### src/rtl/pwm_pkg.sv
// Shared definitions for the PWM duty sequencer: FSM state encodings and counter widths.
package pwm_pkg;

    localparam int FAULT_CNT_W = 8;

    typedef enum logic [2:0] {
        ST_OFF       = 3'd0,
        ST_SOFTSTART = 3'd1,
        ST_RUN       = 3'd2,
        ST_FAULT     = 3'd3,
        ST_HOLDOFF   = 3'd4
    } state_t;

endpackage

### src/rtl/pwm_duty_sequencer_slew.sv
// Combinational bounded slew step: moves cur toward target by at most step, result kept in [DUTY_MIN, DUTY_MAX].
module duty_slew_step #(
    parameter int BIT_WIDTH = 21,
    parameter int DUTY_MIN  = 10,
    parameter int DUTY_MAX  = 190
) (
    input  logic [BIT_WIDTH-1:0] i_cur,
    input  logic [BIT_WIDTH-1:0] i_target,
    input  logic [BIT_WIDTH-1:0] i_step,
    output logic [BIT_WIDTH-1:0] o_next
);

    logic [BIT_WIDTH:0] w_cur_x;
    logic [BIT_WIDTH:0] w_tgt_x;
    logic [BIT_WIDTH:0] w_step_x;
    logic [BIT_WIDTH:0] w_next_x;

    assign w_cur_x  = {1'b0, i_cur};
    assign w_tgt_x  = {1'b0, i_target};
    assign w_step_x = {1'b0, i_step};

    // One extra bit keeps the sum from wrapping; the down path compares before subtracting.
    always_comb begin
        w_next_x = w_cur_x;
        if (w_cur_x < w_tgt_x) begin
            if ((w_cur_x + w_step_x) >= w_tgt_x) begin
                w_next_x = w_tgt_x;
            end else begin
                w_next_x = w_cur_x + w_step_x;
            end
        end else if (w_cur_x > w_tgt_x) begin
            if (w_cur_x <= (w_tgt_x + w_step_x)) begin
                w_next_x = w_tgt_x;
            end else begin
                w_next_x = w_cur_x - w_step_x;
            end
        end else begin
            w_next_x = w_cur_x;
        end
    end

    // Final clamp so a bad target can never push duty outside the bridge-safe window.
    always_comb begin
        if (w_next_x > (BIT_WIDTH+1)'(DUTY_MAX)) begin
            o_next = BIT_WIDTH'(DUTY_MAX);
        end else if (w_next_x < (BIT_WIDTH+1)'(DUTY_MIN)) begin
            o_next = BIT_WIDTH'(DUTY_MIN);
        end else begin
            o_next = w_next_x[BIT_WIDTH-1:0];
        end
    end

endmodule

### src/rtl/pwm_duty_sequencer.sv
// Duty sequencer feeding the complementary PWM bridge: command clamp, slew-limited ramp on
// carrier sync, soft-start, and latched fault protection with a sync-counted re-arm holdoff.
module pwm_duty_sequencer
    import pwm_pkg::*;
#(
    parameter int BIT_WIDTH       = 21,
    parameter int DUTY_MIN        = 10,
    parameter int DUTY_MAX        = 190,
    parameter int STEP            = 4,
    parameter int SS_STEP         = 1,
    parameter int HOLDOFF_PERIODS = 8
) (
    input  logic                   clk,
    input  logic                   rst_n,
    input  logic                   en,
    input  logic                   sync,
    input  logic                   cmd_valid,
    output logic                   cmd_ready,
    input  logic [BIT_WIDTH-1:0]   cmd_duty,
    input  logic                   fault_in,
    input  logic                   fault_clr,
    output logic [BIT_WIDTH-1:0]   duty,
    output logic                   protection,
    output logic [2:0]             state,
    output logic [FAULT_CNT_W-1:0] fault_count
);

    localparam int HC_W = (HOLDOFF_PERIODS > 1) ? $clog2(HOLDOFF_PERIODS) : 1;
    localparam logic [BIT_WIDTH-1:0] DMIN = BIT_WIDTH'(DUTY_MIN);
    localparam logic [BIT_WIDTH-1:0] DMAX = BIT_WIDTH'(DUTY_MAX);

    state_t                 r_state;
    logic [BIT_WIDTH-1:0]   r_duty;
    logic [BIT_WIDTH-1:0]   r_target;
    logic                   r_prot;
    logic [FAULT_CNT_W-1:0] r_fault_cnt;
    logic [HC_W-1:0]        r_hold_cnt;

    state_t                 w_nxt_state;
    logic [BIT_WIDTH-1:0]   w_nxt_duty;
    logic [BIT_WIDTH-1:0]   w_nxt_target;
    logic                   w_nxt_prot;
    logic [FAULT_CNT_W-1:0] w_nxt_fault_cnt;
    logic [HC_W-1:0]        w_nxt_hold_cnt;

    logic                   w_accept;
    logic                   w_fault_entry;
    logic [BIT_WIDTH-1:0]   w_cmd_clamped;
    logic [BIT_WIDTH-1:0]   w_step;
    logic [BIT_WIDTH-1:0]   w_slew_duty;

    assign cmd_ready     = (r_state != ST_FAULT) && (r_state != ST_HOLDOFF);
    assign w_accept      = cmd_valid && cmd_ready;
    assign w_fault_entry = fault_in && (r_state != ST_OFF) && (r_state != ST_FAULT);
    assign w_step        = (r_state == ST_RUN) ? BIT_WIDTH'(STEP) : BIT_WIDTH'(SS_STEP);

    assign duty        = r_duty;
    assign protection  = r_prot;
    assign state       = r_state;
    assign fault_count = r_fault_cnt;

    // Clamp the incoming command into the legal duty window.
    always_comb begin
        if (cmd_duty > DMAX) begin
            w_cmd_clamped = DMAX;
        end else if (cmd_duty < DMIN) begin
            w_cmd_clamped = DMIN;
        end else begin
            w_cmd_clamped = cmd_duty;
        end
    end

    duty_slew_step #(
        .BIT_WIDTH (BIT_WIDTH),
        .DUTY_MIN  (DUTY_MIN),
        .DUTY_MAX  (DUTY_MAX)
    ) u_slew (
        .i_cur    (r_duty),
        .i_target (r_target),
        .i_step   (w_step),
        .o_next   (w_slew_duty)
    );

    // Next-state logic: fault entry first, then enable drop, then sync-driven ramp/holdoff events.
    always_comb begin
        w_nxt_state     = r_state;
        w_nxt_duty      = r_duty;
        w_nxt_prot      = r_prot;
        w_nxt_fault_cnt = r_fault_cnt;
        w_nxt_hold_cnt  = r_hold_cnt;
        // Ramp below reads r_target, so a command landing with sync only takes effect next period.
        w_nxt_target    = w_accept ? w_cmd_clamped : r_target;

        if (w_fault_entry) begin
            w_nxt_state = ST_FAULT;
            w_nxt_prot  = 1'b1;
            w_nxt_duty  = DMIN;
            if (r_fault_cnt != {FAULT_CNT_W{1'b1}}) begin
                w_nxt_fault_cnt = r_fault_cnt + FAULT_CNT_W'(1);
            end else begin
                w_nxt_fault_cnt = r_fault_cnt;
            end
        end else begin
            case (r_state)
                ST_OFF: begin
                    w_nxt_prot = 1'b1;
                    w_nxt_duty = DMIN;
                    if (en && sync) begin
                        w_nxt_state = ST_SOFTSTART;
                        w_nxt_prot  = 1'b0;
                    end else begin
                        w_nxt_state = ST_OFF;
                    end
                end
                ST_SOFTSTART, ST_RUN: begin
                    if (!en) begin
                        w_nxt_state = ST_OFF;
                        w_nxt_prot  = 1'b1;
                        w_nxt_duty  = DMIN;
                    end else if (sync) begin
                        if ((r_state == ST_SOFTSTART) && (r_duty == r_target)) begin
                            w_nxt_state = ST_RUN;
                        end else begin
                            w_nxt_duty = w_slew_duty;
                        end
                    end else begin
                        w_nxt_state = r_state;
                    end
                end
                ST_FAULT: begin
                    w_nxt_prot = 1'b1;
                    w_nxt_duty = DMIN;
                    if (fault_clr && !fault_in) begin
                        w_nxt_state    = ST_HOLDOFF;
                        w_nxt_hold_cnt = HC_W'(0);
                    end else begin
                        w_nxt_state = ST_FAULT;
                    end
                end
                ST_HOLDOFF: begin
                    w_nxt_prot = 1'b1;
                    w_nxt_duty = DMIN;
                    if (sync) begin
                        if (r_hold_cnt == HC_W'(HOLDOFF_PERIODS - 1)) begin
                            w_nxt_hold_cnt = HC_W'(0);
                            if (en) begin
                                w_nxt_state = ST_SOFTSTART;
                                w_nxt_prot  = 1'b0;
                            end else begin
                                w_nxt_state = ST_OFF;
                            end
                        end else begin
                            w_nxt_hold_cnt = r_hold_cnt + HC_W'(1);
                        end
                    end else begin
                        w_nxt_state = ST_HOLDOFF;
                    end
                end
                default: begin
                    w_nxt_state = ST_OFF;
                    w_nxt_prot  = 1'b1;
                    w_nxt_duty  = DMIN;
                end
            endcase
        end
    end

    // State and output registers.
    always_ff @(posedge clk or negedge rst_n) begin
        if (!rst_n) begin
            r_state     <= ST_OFF;
            r_duty      <= DMIN;
            r_target    <= DMIN;
            r_prot      <= 1'b1;
            r_fault_cnt <= {FAULT_CNT_W{1'b0}};
            r_hold_cnt  <= {HC_W{1'b0}};
        end else begin
            r_state     <= w_nxt_state;
            r_duty      <= w_nxt_duty;
            r_target    <= w_nxt_target;
            r_prot      <= w_nxt_prot;
            r_fault_cnt <= w_nxt_fault_cnt;
            r_hold_cnt  <= w_nxt_hold_cnt;
        end
    end

endmodule

### config.mk
export PLATFORM = sky130hd
export DESIGN_NAME = pwm_duty_sequencer
export DESIGN_NICKNAME = d
export VERILOG_FILES = /design/src/rtl/pwm_pkg.sv /design/src/rtl/pwm_duty_sequencer_slew.sv /design/src/rtl/pwm_duty_sequencer.sv
export SDC_FILE = /design/constraint.sdc
export NUM_CORES = 1
export LEC_CHECK = 0
export BUFFER_PORTS_ARGS = -buffer_cell sky130_fd_sc_hd__buf_2
export CORE_MARGIN = 5
export CORE_UTILIZATION = 40
export CTS_CLUSTER_DIAMETER = 80
export CTS_CLUSTER_SIZE = 14
export DETAILED_ROUTE_END_ITERATION = 8
export GPL_TIMING_DRIVEN = 1
export PLACE_DENSITY = 0.6
export SLEW_MARGIN = 20
export SYNTH_ARGS = -nofsm -noshare
export SYNTH_HDL_FRONTEND = slang
export SYNTH_HIERARCHICAL = 1
export SYNTH_SLANG_ARGS = --single-unit
### constraint.sdc
create_clock -name clk -period 16.9 [get_ports clk]
set_clock_uncertainty 0.15 [all_clocks]
set_input_delay 3.38 -clock clk [delete_from_list [all_inputs] [get_ports clk]]
set_output_delay 3.38 -clock clk [all_outputs]
set_load 0.005 [all_outputs]
## Word-level counts from Yosys, hierarchy flattened

Index checks and enable logic that the tools add are counted.

- Bits in registers: 57
- Input port bits: 28
- Output and inout port bits: 34
- Logic and storage cells: 87

- Add/subtract/negate cells: 5
- $lt $le $gt $ge: 8
- Equality and inequality tests: 16
- Multiplexer cells: 35
- Bitwise logic cells: 1
- Reduce and logical (&&, ||, !) cells: 16

Operator list:

| operator | count |
|---|---|
| 21-bit two-way mux | 9 |
| 22-bit two-way mux | 4 |
| 21-bit by 3-bit adder with 22-bit output | 2 |
| 3-bit two-way mux | 11 |
| 22-bit by 21-bit greater-or-equal comparator with 1-bit output | 1 |
| 22-bit by 8-bit > comparator with 1-bit output (second input constant) | 1 |
| 21-bit by 22-bit less-or-equal comparator with 1-bit output | 1 |
| 22-bit by 4-bit less-than comparator with 1-bit output (second input constant) | 1 |
| 21-bit by 3-bit subtractor with 22-bit output | 1 |
| 21-bit == test | 1 |
| 21-bit > comparator | 1 |
| 21-bit by 8-bit > comparator with 1-bit output (second input constant) | 1 |
| 21-bit less-than comparator | 1 |
| 21-bit by 4-bit less-than comparator with 1-bit output (second input constant) | 1 |
| 4-bit inequality test (second input constant) | 4 |
| 3-bit one-hot mux with 4 select lines | 1 |
| 8-bit by 1-bit adder with 8-bit output (second input constant) | 1 |
| 1-bit two-way mux | 8 |
| 8-bit inequality test (second input constant) | 1 |
| 1-bit logical AND | 7 |
| 3-bit by 2-bit == test with 1-bit output (second input constant) | 2 |
| 3-bit == test (second input constant) | 2 |
| 3-bit inequality test (second input constant) | 2 |
| 3-bit one-hot mux with 2 select lines | 1 |
| 14 further kinds | 16 |

## Logic depth before layout (Yosys ltp)

Gate-level depths: netlist (run 1).

- Depth after elaboration: 15
- Gate-level depth with buffers: 35
- Depth with buffers taken out: 31

## Cells and area by module

The synthesis (run 1) kept the hierarchy.

Modules (own cells, without submodules):

| module | times used | cells an instance | area each (sq um) | sequential area each (sq um) |
|---|---|---|---|---|
| duty_slew_step | 1 | 782 | 5580.4 | 0.0 |
| pwm_duty_sequencer | 1 | 334 | 3224.3 | 1432.6 |

## Least setup slack after synthesis (run 1)

OpenSTA, ideal clock, no wires.

- Path type: register -> register
- Start: register r_state[2] (netlist: state[2])
- End: register r_duty[4] (netlist: duty[4])
- Setup time: 138 ps
- Arrival time: 5901 ps
- Slack: 10711 ps
- Stages on the path, launching flop included: 30
- Buffers on the path: 3
- Clock period less this slack: 6189 ps
- Cells stage by stage: dfrtp_1 > clkbuf_2 > clkbuf_1 > nor3b_1 > inv_1 > ha_1 > fa_1 > nor2b_1 > o211ai_1 > a2111oi_2 > o211ai_1 > nand2_1 > a2111oi_0 > a311oi_1 > ha_1 > a211oi_1 > o21a_1 > o2111a_1 > o41a_1 > o21a_1 > nand2_2 > or4_1 > or3_1 > a221oi_2 > and4_1 > buf_2 > nand3_1 > nand3_1 > o32a_1 > o211ai_1

- Cells in the longest elaborated chain, start to end: 15

RTL lines:

| item | line | RTL |
|---|---|---|
| from (decl) | pwm_duty_sequencer.sv:32 | `state_t r_state;` |
| from (signal assigned) | pwm_duty_sequencer.sv:178 | `r_state <= w_nxt_state;` |
| 3-bit by 2-bit == test with 1-bit output * | pwm_duty_sequencer.sv:55 | `assign w_step = (r_state == ST_RUN) ? BIT_WIDTH'(STEP) : BIT_WIDTH'(SS_STEP);` |
| 3-bit two-way mux * | pwm_duty_sequencer.sv:55 |  |
| via w_step[2] | pwm_duty_sequencer.sv:49 | `logic [BIT_WIDTH-1:0] w_step;` |
| 21-bit by 3-bit adder with 22-bit output | pwm_duty_sequencer_slew.sv:32 | `if (w_cur_x <= (w_tgt_x + w_step_x)) begin` |
| 21-bit by 22-bit less-or-equal comparator with 1-bit output | pwm_duty_sequencer_slew.sv:32 |  |
| 22-bit two-way mux | pwm_duty_sequencer_slew.sv:32 |  |
| 22-bit two-way mux | pwm_duty_sequencer_slew.sv:31 | `end else if (w_cur_x > w_tgt_x) begin` |
| 22-bit two-way mux * | pwm_duty_sequencer_slew.sv:25 | `if (w_cur_x < w_tgt_x) begin` |
| 22-bit by 4-bit less-than comparator with 1-bit output | pwm_duty_sequencer_slew.sv:46 | `end else if (w_next_x < (BIT_WIDTH+1)'(DUTY_MIN)) begin` |
| 21-bit two-way mux | pwm_duty_sequencer_slew.sv:46 |  |
| 21-bit two-way mux * | pwm_duty_sequencer_slew.sv:44 | `if (w_next_x > (BIT_WIDTH+1)'(DUTY_MAX)) begin` |
| via w_slew_duty[4] | pwm_duty_sequencer.sv:50 | `logic [BIT_WIDTH-1:0] w_slew_duty;` |
| 21-bit two-way mux * | pwm_duty_sequencer.sv:121 | `if ((r_state == ST_SOFTSTART) && (r_duty == r_target)) begin` |
| 21-bit two-way mux * | pwm_duty_sequencer.sv:120 | `end else if (sync) begin` |
| 21-bit two-way mux * | pwm_duty_sequencer.sv:116 | `if (!en) begin` |
| 21-bit two-way mux * | pwm_duty_sequencer.sv:104 | `case (r_state)` |
| 21-bit two-way mux * | pwm_duty_sequencer.sv:94 | `if (w_fault_entry) begin` |
| to (signal assigned) | pwm_duty_sequencer.sv:179 | `r_duty <= w_nxt_duty;` |
| to (decl) | pwm_duty_sequencer.sv:33 | `logic [BIT_WIDTH-1:0] r_duty;` |

The timed path passes the listed nets; every way through them passes the cells marked *. The select of a mux whose other input is x is not followed.
A chain may end at the register's enable or synchronous reset.

## Final worst setup path (run 1)

- Start: register r_state[1] (netlist: state[1])
- End: register r_duty[4] (netlist: duty[4])

Same word-level chain as after synthesis.

==> results of run 1 <==
[layer usage]
| layer | GRT usage | up-vias |
|---|---|---|
| met5 | 0 | - |
| met4 | 0.07839 | 0 |
| met3 | 0.05001 | 57 |
| met2 | 0.3534 | 285 |
| met1 | 0.3013 | 4018 |
| li1 | - | 4223 |
[worst min path at each step]
stage | slack (ns) | end | from | cells past startpoint
2_1_floorplan | 0.31 | r_hold_cnt[0] | r_hold_cnt[0] | 1
5_1_grt | 0.36 | r_hold_cnt[0] | r_hold_cnt[0] | 1
6_report | 0.34 | r_hold_cnt[0] | r_hold_cnt[0] | 1
3_5_place_dp | 0.34 | r_hold_cnt[0] | r_hold_cnt[0] | 1
4_1_cts | 0.35 | r_hold_cnt[0] | r_hold_cnt[0] | 1
3_3_place_gp | 0.33 | r_hold_cnt[0] | r_hold_cnt[0] | 1
[logic make-up after synthesis]
kind of cell	count (synthesis)	synth area share
buffers and inverters	167	0.08086
other	2	0.0008530
and+or+nand+nor	344	0.2098
muxes	13	0.01535
DFF	57	0.1627
AOI/OAI and AO/OA	319	0.2588
xor gates and xnor gates	82	0.08157
adders and majority gates	132	0.1901
[report_power, final]
group | total (mW) | switching [mW] | internal [mW]
clock | 0.173 | 0.0735 | 0.0999
combinational | 0.855 | 0.525 | 0.330
sequential | 0.227 | 0.0681 | 0.159
[Yosys cell counts, types with 19 or more instances]
library cell / n
nand4_1: 48
clkbuf_1: 28
o21ai_0: 49
dfrtp_1: 52
xor2_1: 23
inv_1: 100
ha_1: 129
nand2_1: 51
and2_1: 20
a21oi_1: 81
buf_2: 22
xnor2_1: 59
nor2_1: 68
nor3_1: 19
o211ai_1: 33
nand3_1: 51
o32a_1: 21
[per-stage QoR]
stage / utilization / hold WS [ns] / area (µm²) / setup slack [ns]
floorplan: - / 0.3071 / 9064 / 10.71
global placement: 0.4350 / 0.3276 / 9464 / 9.574
detailed placement: 0.4350 / 0.3373 / 9464 / 9.376
CTS: 0.4478 / 0.3460 / 9743 / 9.319
global route: 0.4478 / 0.3578 / 9743 / 8.316
finish: 0.4478 / 0.3426 / 9743 / 9.274
[sequential cells by signal, summed over array words and instances (netlist names)]
| name | flops |
|---|---|
| duty | 21 |
| fault_count | 8 |
| protection | 1 |
| r_hold_cnt | 3 |
| r_target | 21 |
| state | 3 |
[worst max-delay path, delay by kind of cell (launching register included)]
| family | cells | cell delay [ns] |
|---|---|---|
| simple gates | 9 | 2.81 |
| buf+inv | 2 | 0.27 |
| compound gates | 14 | 2.76 |
| xor+xnor | 1 | 0.09 |
| flops | 1 | 0.64 |
| fa+ha+maj | 3 | 0.76 |
[area by class of cell]
cell class | count | area, µm²
Timing Repair Buffer | 69 | 365.4
Sequential cell | 57 | 1433
Tap cell | 280 | 350.3
Multi-Input combinational cell | 961 | 6937
Fill cell | 2200 | 12010
Clock buffer | 9 | 225.2
Clock inverter | 7 | 53.80
Inverter | 101 | 379.1
==> run metrics, run 1 <==
status=complete, no violations; CTS Root Cell=clkbuf_16; reg2reg path depth=29; Worst path max stage delay=roughly 0.65 ns; # diodes=0; Req. time, crit path=roughly 17 ns; Clock transition at path regs=around 0.06 ns; Clock Latency Late Sink=between 0.3 and 0.4 ns; Critical R2R Capture=duty[4]; Setup crit end=duty[4]; H-tree levels=3; CP Launch Point=state[1]; Ports=62; WL final=about 28 mm; reg2reg setup slack=~9.3 ns; CTS resizes=0; Slew Limit Fails=0; CTS Buf Count=9; post-CTS setup buffers=0; die height=around 160 µm; fin crit share=0.4513; met3 WL=roughly 1.9 mm; core area=approximately 22000 µm²; Routed wire per std cell=around 19 µm; static leakage=about 4.2 nW; synth unique cells=a little under 90; Synth Warn #=6; Pwr Density=128.8 nW/µm²; Inst Count DP=around 1500; die width=roughly 160 µm; number of flops mapped to enable cells by yosys=0; largest net degree at the start of global routing=slightly below 60; Avg Cell Area, Syn=7.890 µm²; post-route setup TNS=0 ns; Max Cap Violations=0; CP max-delay cell=or4_1; first-pass GRT wire length=around 44 mm; Main synth FF type=dfrtp_1; reg-to-reg startpoint=state[1]; Metal-1 WL=between 10 and 15 mm; Hold Crit Class=flip-flop to flip-flop; unrepaired setup endpoints after global routing=false; drt drc=0; min Tclk post-route=between 7 and 8 ns; row cnt=54; Post-CTS Hold Fix Bufs=0; arrival time worst endpoint=~7.7 ns; Routed Antenna Nets=0; Critical Path Sink Type=flip-flop; most common cell after layout, fill and taps aside=ha_1; via count=~8600; setup violators final=0; Peak VDD IR=around 73 µV; ys async rst share=1.000; Initial Util=0.4047; Worst Tran Pin Value=between 1 and 1.5 ns; clock buffer depth=2; final cell count without fillers=approximately 1500; DIE AREA=25080 µm²; initial antenna violation count=0; most frequent cells in the layout=ha_1 (129), inv_1 (100), a21oi_1 (81); grt ovf=0; P&R area growth vs syn=10.66%; sequential fraction of the synthesis area=0.1627; crit path kind=flip-flop to flip-flop; NumNets Final=between 1000 and 1500; met2 routed WL=between 10 and 15 mm; Vias/cell=between 5 and 6; Num Clock Sinks=57; Worst Setup Start Kind=flip-flop; Hold Vio Cnt, Final=0; Post-Syn Area=just under 9000 µm²; Max Freq=roughly 130 MHz; post-synthesis register bit count=57; Overall Power=between 1 and 1.5 mW; DP Wirelength=between 20 and 25 mm; Gate Count Post-Synth=1116; port bufs=between 60 and 70; Yosys top cell by area=ha_1; length of the first detailed-routing pass in iterations=5; Worst Path Max Fanout=16; Detailed Route Iter0 Violations=733; Synth area leaders=ha_1 (18%), dfrtp_1 (15%), xnor2_1 (5.9%); ratio of cells with drive above 1 in the final layout=0.09967; GRT Total Usage=0.2236; routability congestion estimate=about 1.0; Synth top area share=0.1833; DR top layer=met4; max_slew headroom=0.2961; CTS tree=done; vias in the first global route=just over 8000
Note: power is estimated with default switching activity, not from simulation.
==> inputs of run 2 (changes only) <==
--- a/config.mk
+++ b/config.mk
@@ -5,6 +5,7 @@
 export SDC_FILE = /design/constraint.sdc
 export NUM_CORES = 1
 export LEC_CHECK = 0
+export ABC_AREA = 1
 export BUFFER_PORTS_ARGS = -buffer_cell sky130_fd_sc_hd__buf_2
 export CORE_MARGIN = 5
 export CORE_UTILIZATION = 40
@@ -12,7 +13,7 @@
 export CTS_CLUSTER_SIZE = 14
 export DETAILED_ROUTE_END_ITERATION = 8
 export GPL_TIMING_DRIVEN = 1
-export PLACE_DENSITY = 0.6
+export PLACE_DENSITY = 0.59
 export SLEW_MARGIN = 20
 export SYNTH_ARGS = -nofsm -noshare
 export SYNTH_HDL_FRONTEND = slang
==> constraint.sdc (replaced) <==
create_clock -name clk -period 7.28 [get_ports clk]
set_clock_uncertainty 0.15 [all_clocks]
set_input_delay 1.456 -clock clk [delete_from_list [all_inputs] [get_ports clk]]
set_output_delay 1.456 -clock clk [all_outputs]
set_load 0.005 [all_outputs]
==> run metrics, run 2 <==
CTS Buf Count=9; WL final=between 30 and 40 mm; fin crit share=0.8388; met3 Resource Use GR=0.02880; synth cell count leaders=nand2_1 (473), inv_1 (235), nor2_1 (140), nand3_1 (139), ha_1 (129); Worst Setup Start Kind=flip-flop; Detailed Route Iter0 Violations=894; H-tree levels=3; ys async rst share=1.000; Vias/cell=~5.1; core area=approximately 24000 µm²; most frequent cells in the layout=nand2_1 (473), inv_1 (235), nor2_1 (140); Peak VDD IR=about 230 µV; Routed wire per std cell=between 15 and 20 µm; ratio of cells with drive above 1 in the final layout=0.09043; setup violators final=0; Gate Count Post-Synth=1596; most numerous cell in the Yosys netlist=nand2_1; Inst Count DP=between 2000 and 2500; port bufs=61; Critical Path Sink Type=flip-flop; CTS tree=done; Num Clock Sinks=57; first-pass GRT wire length=about 50 mm; M2 GR Usage=0.3830; Post-Syn Area=a little under 10000 µm²; Ports=between 60 and 70; routability congestion estimate=about 0.98; most crowded layer after global routing=met2; vias in the first global route=slightly below 10000; largest net degree at the start of global routing=58; static leakage=just over 6 nW; Fillers=between 2000 and 3000; arrival time worst endpoint=around 6.2 ns; grt ovf=0; number of flops mapped to enable cells by yosys=0; Worst Tran Pin Value=about 0.77 ns; most common cell after layout, fill and taps aside=nand2_1; row cnt=57; Yosys top cell by area=nand2_1; max_slew headroom=0.4866; sequential fraction of the synthesis area=0.1470; final cell count without fillers=just over 2000; Post-CTS Hold Fix Bufs=0; length of the first detailed-routing pass in iterations=6; Clock Latency Late Sink=between 0.3 and 0.4 ns; CTS resizes=0; synth unique cells=54; Hold Vio Cnt, Final=0; post-route setup slack=roughly 1.2 ns; unrepaired setup endpoints after global routing=false; min Tclk post-route=around 6.1 ns; Synth Warn #=6; Placement Setup Slack=about 1.3 ns; FF/Latch Area=roughly 1400 µm²; Main synth FF type=dfrtp_1; status=complete, no violations; via count=~10000; die height=166.1 µm; Hold Crit Class=flip-flop to flip-flop; Pwr Density=roughly 260 nW/µm²; die width=approximately 170 µm; Routed Antenna Nets=0; post-CTS setup buffers=0; Initial Util=0.4032; final hold slack=0.3423 ns; multi-input gate area in the final layout=7284 µm²; clock buffer depth=2; crit path kind=flip-flop to flip-flop; reg2reg setup slack=about 1.2 ns; drt drc=0; post-route setup TNS=0 ns; post-synthesis register bit count=57; # diodes=0; NumNets Final=between 1500 and 2000; Avg Cell Area, Syn=approximately 6.1 µm²; Synth top area share=0.1821; met1 Track Usage GR=0.2962; Worst Path Max Fanout=26; DP Wirelength=25.66 mm; Req. time, crit path=7.38 ns; initial antenna violation count=0; P&R area growth vs syn=10.18%; most used cell, CP=nand2_1; Max Freq=about 160 MHz; Worst path max stage delay=between 0.4 and 0.5 ns; CTS Root Cell=clkbuf_16; Synth area leaders=nand2_1 (18%), ha_1 (17%), dfrtp_1 (13%); Slew Limit Fails=0; DIE AREA=around 28000 µm²; Max Cap Violations=0; CP max-delay cell=dfrtp_1; GRT Total Usage=0.2239; Clock transition at path regs=approximately 0.050 ns
run 2: worst max-delay path, delay by kind of cell (launching register included):
family	cells	cell delay (ns)
flip-flops	1	0.44
AND/OR/NAND/NOR	25	2.72
XOR/XNOR	1	0.18
adder cells (fa/ha/maj)	3	0.94
AO/OA/AOI/OAI	6	1.08
buffers and inverters	7	0.51
run 2: worst paths after layout:
check | startpoint | cells after the start | endpoint
hold / removal | fault_count[4] | 1 | fault_count[4]
min in group asynchronous | rst_n | 2 | r_target[15]
setup reg to reg | state[0] | 42 | duty[1]
hold reg to reg | fault_count[4] | 1 | fault_count[4]
max in group asynchronous | rst_n | 2 | state[2]
setup / recovery | state[0] | 42 | duty[1]
run 2: cell families (layout without fill, tap and decap cells):
kind of cell             count (synthesis)  count (layout)  share of synthesized area
multiplexers                             1               1                   0.001540
other                                    2              71                  0.0007704
AO/OA/AOI/OAI                          184             184                     0.1045
adder cells (fa/ha/maj)                132             132                     0.1717
flip-flops                              57              57                     0.1470
buffers and inverters                  302             340                     0.1323
AND/OR/NAND/NOR                        863             863                     0.3920
XOR/XNOR                                55              55                    0.05019
run 2: per-layer routing:
| layer | part of all wire | wire (µm) |
|---|---|---|
| met1 | 0.44 | 14170 |
| met2 | 0.47 | 14940 |
| met3 | 0.061 | 1946 |
| met4 | 0.026 | 837 |
| met5 | 0 | 0 |
run 2: power by group:
group          switching, mW  leakage [nW]  internal [mW]
combinational           1.32          5.35          0.641
clock                  0.147         0.139          0.247
sequential            0.0769         0.739          0.365
run 2: metrics by stage:
| stage | area [µm²] | util | total power, mW |
|---|---|---|---|
| 3_3_place_gp | 10470 | 0.4329 | 2.352 |
| 5_1_grt | 10740 | 0.4442 | 3.073 |
| 2_1_floorplan | 10010 | - | 1.900 |
| 6_report | 10740 | 0.4442 | 2.798 |
| 4_1_cts | 10740 | 0.4442 | 2.766 |
| 3_5_place_dp | 10470 | 0.4329 | 2.354 |
run 2: cell type report:
type / count / area share
Multi-Input combinational cell: 1306 / 0.6782
Timing Repair Buffer: 73 / 0.03681
Clock inverter: 3 / 0.001398
Sequential cell: 57 / 0.1334
Tap cell: 324 / 0.03774
Inverter: 251 / 0.08819
Clock buffer: 13 / 0.02423
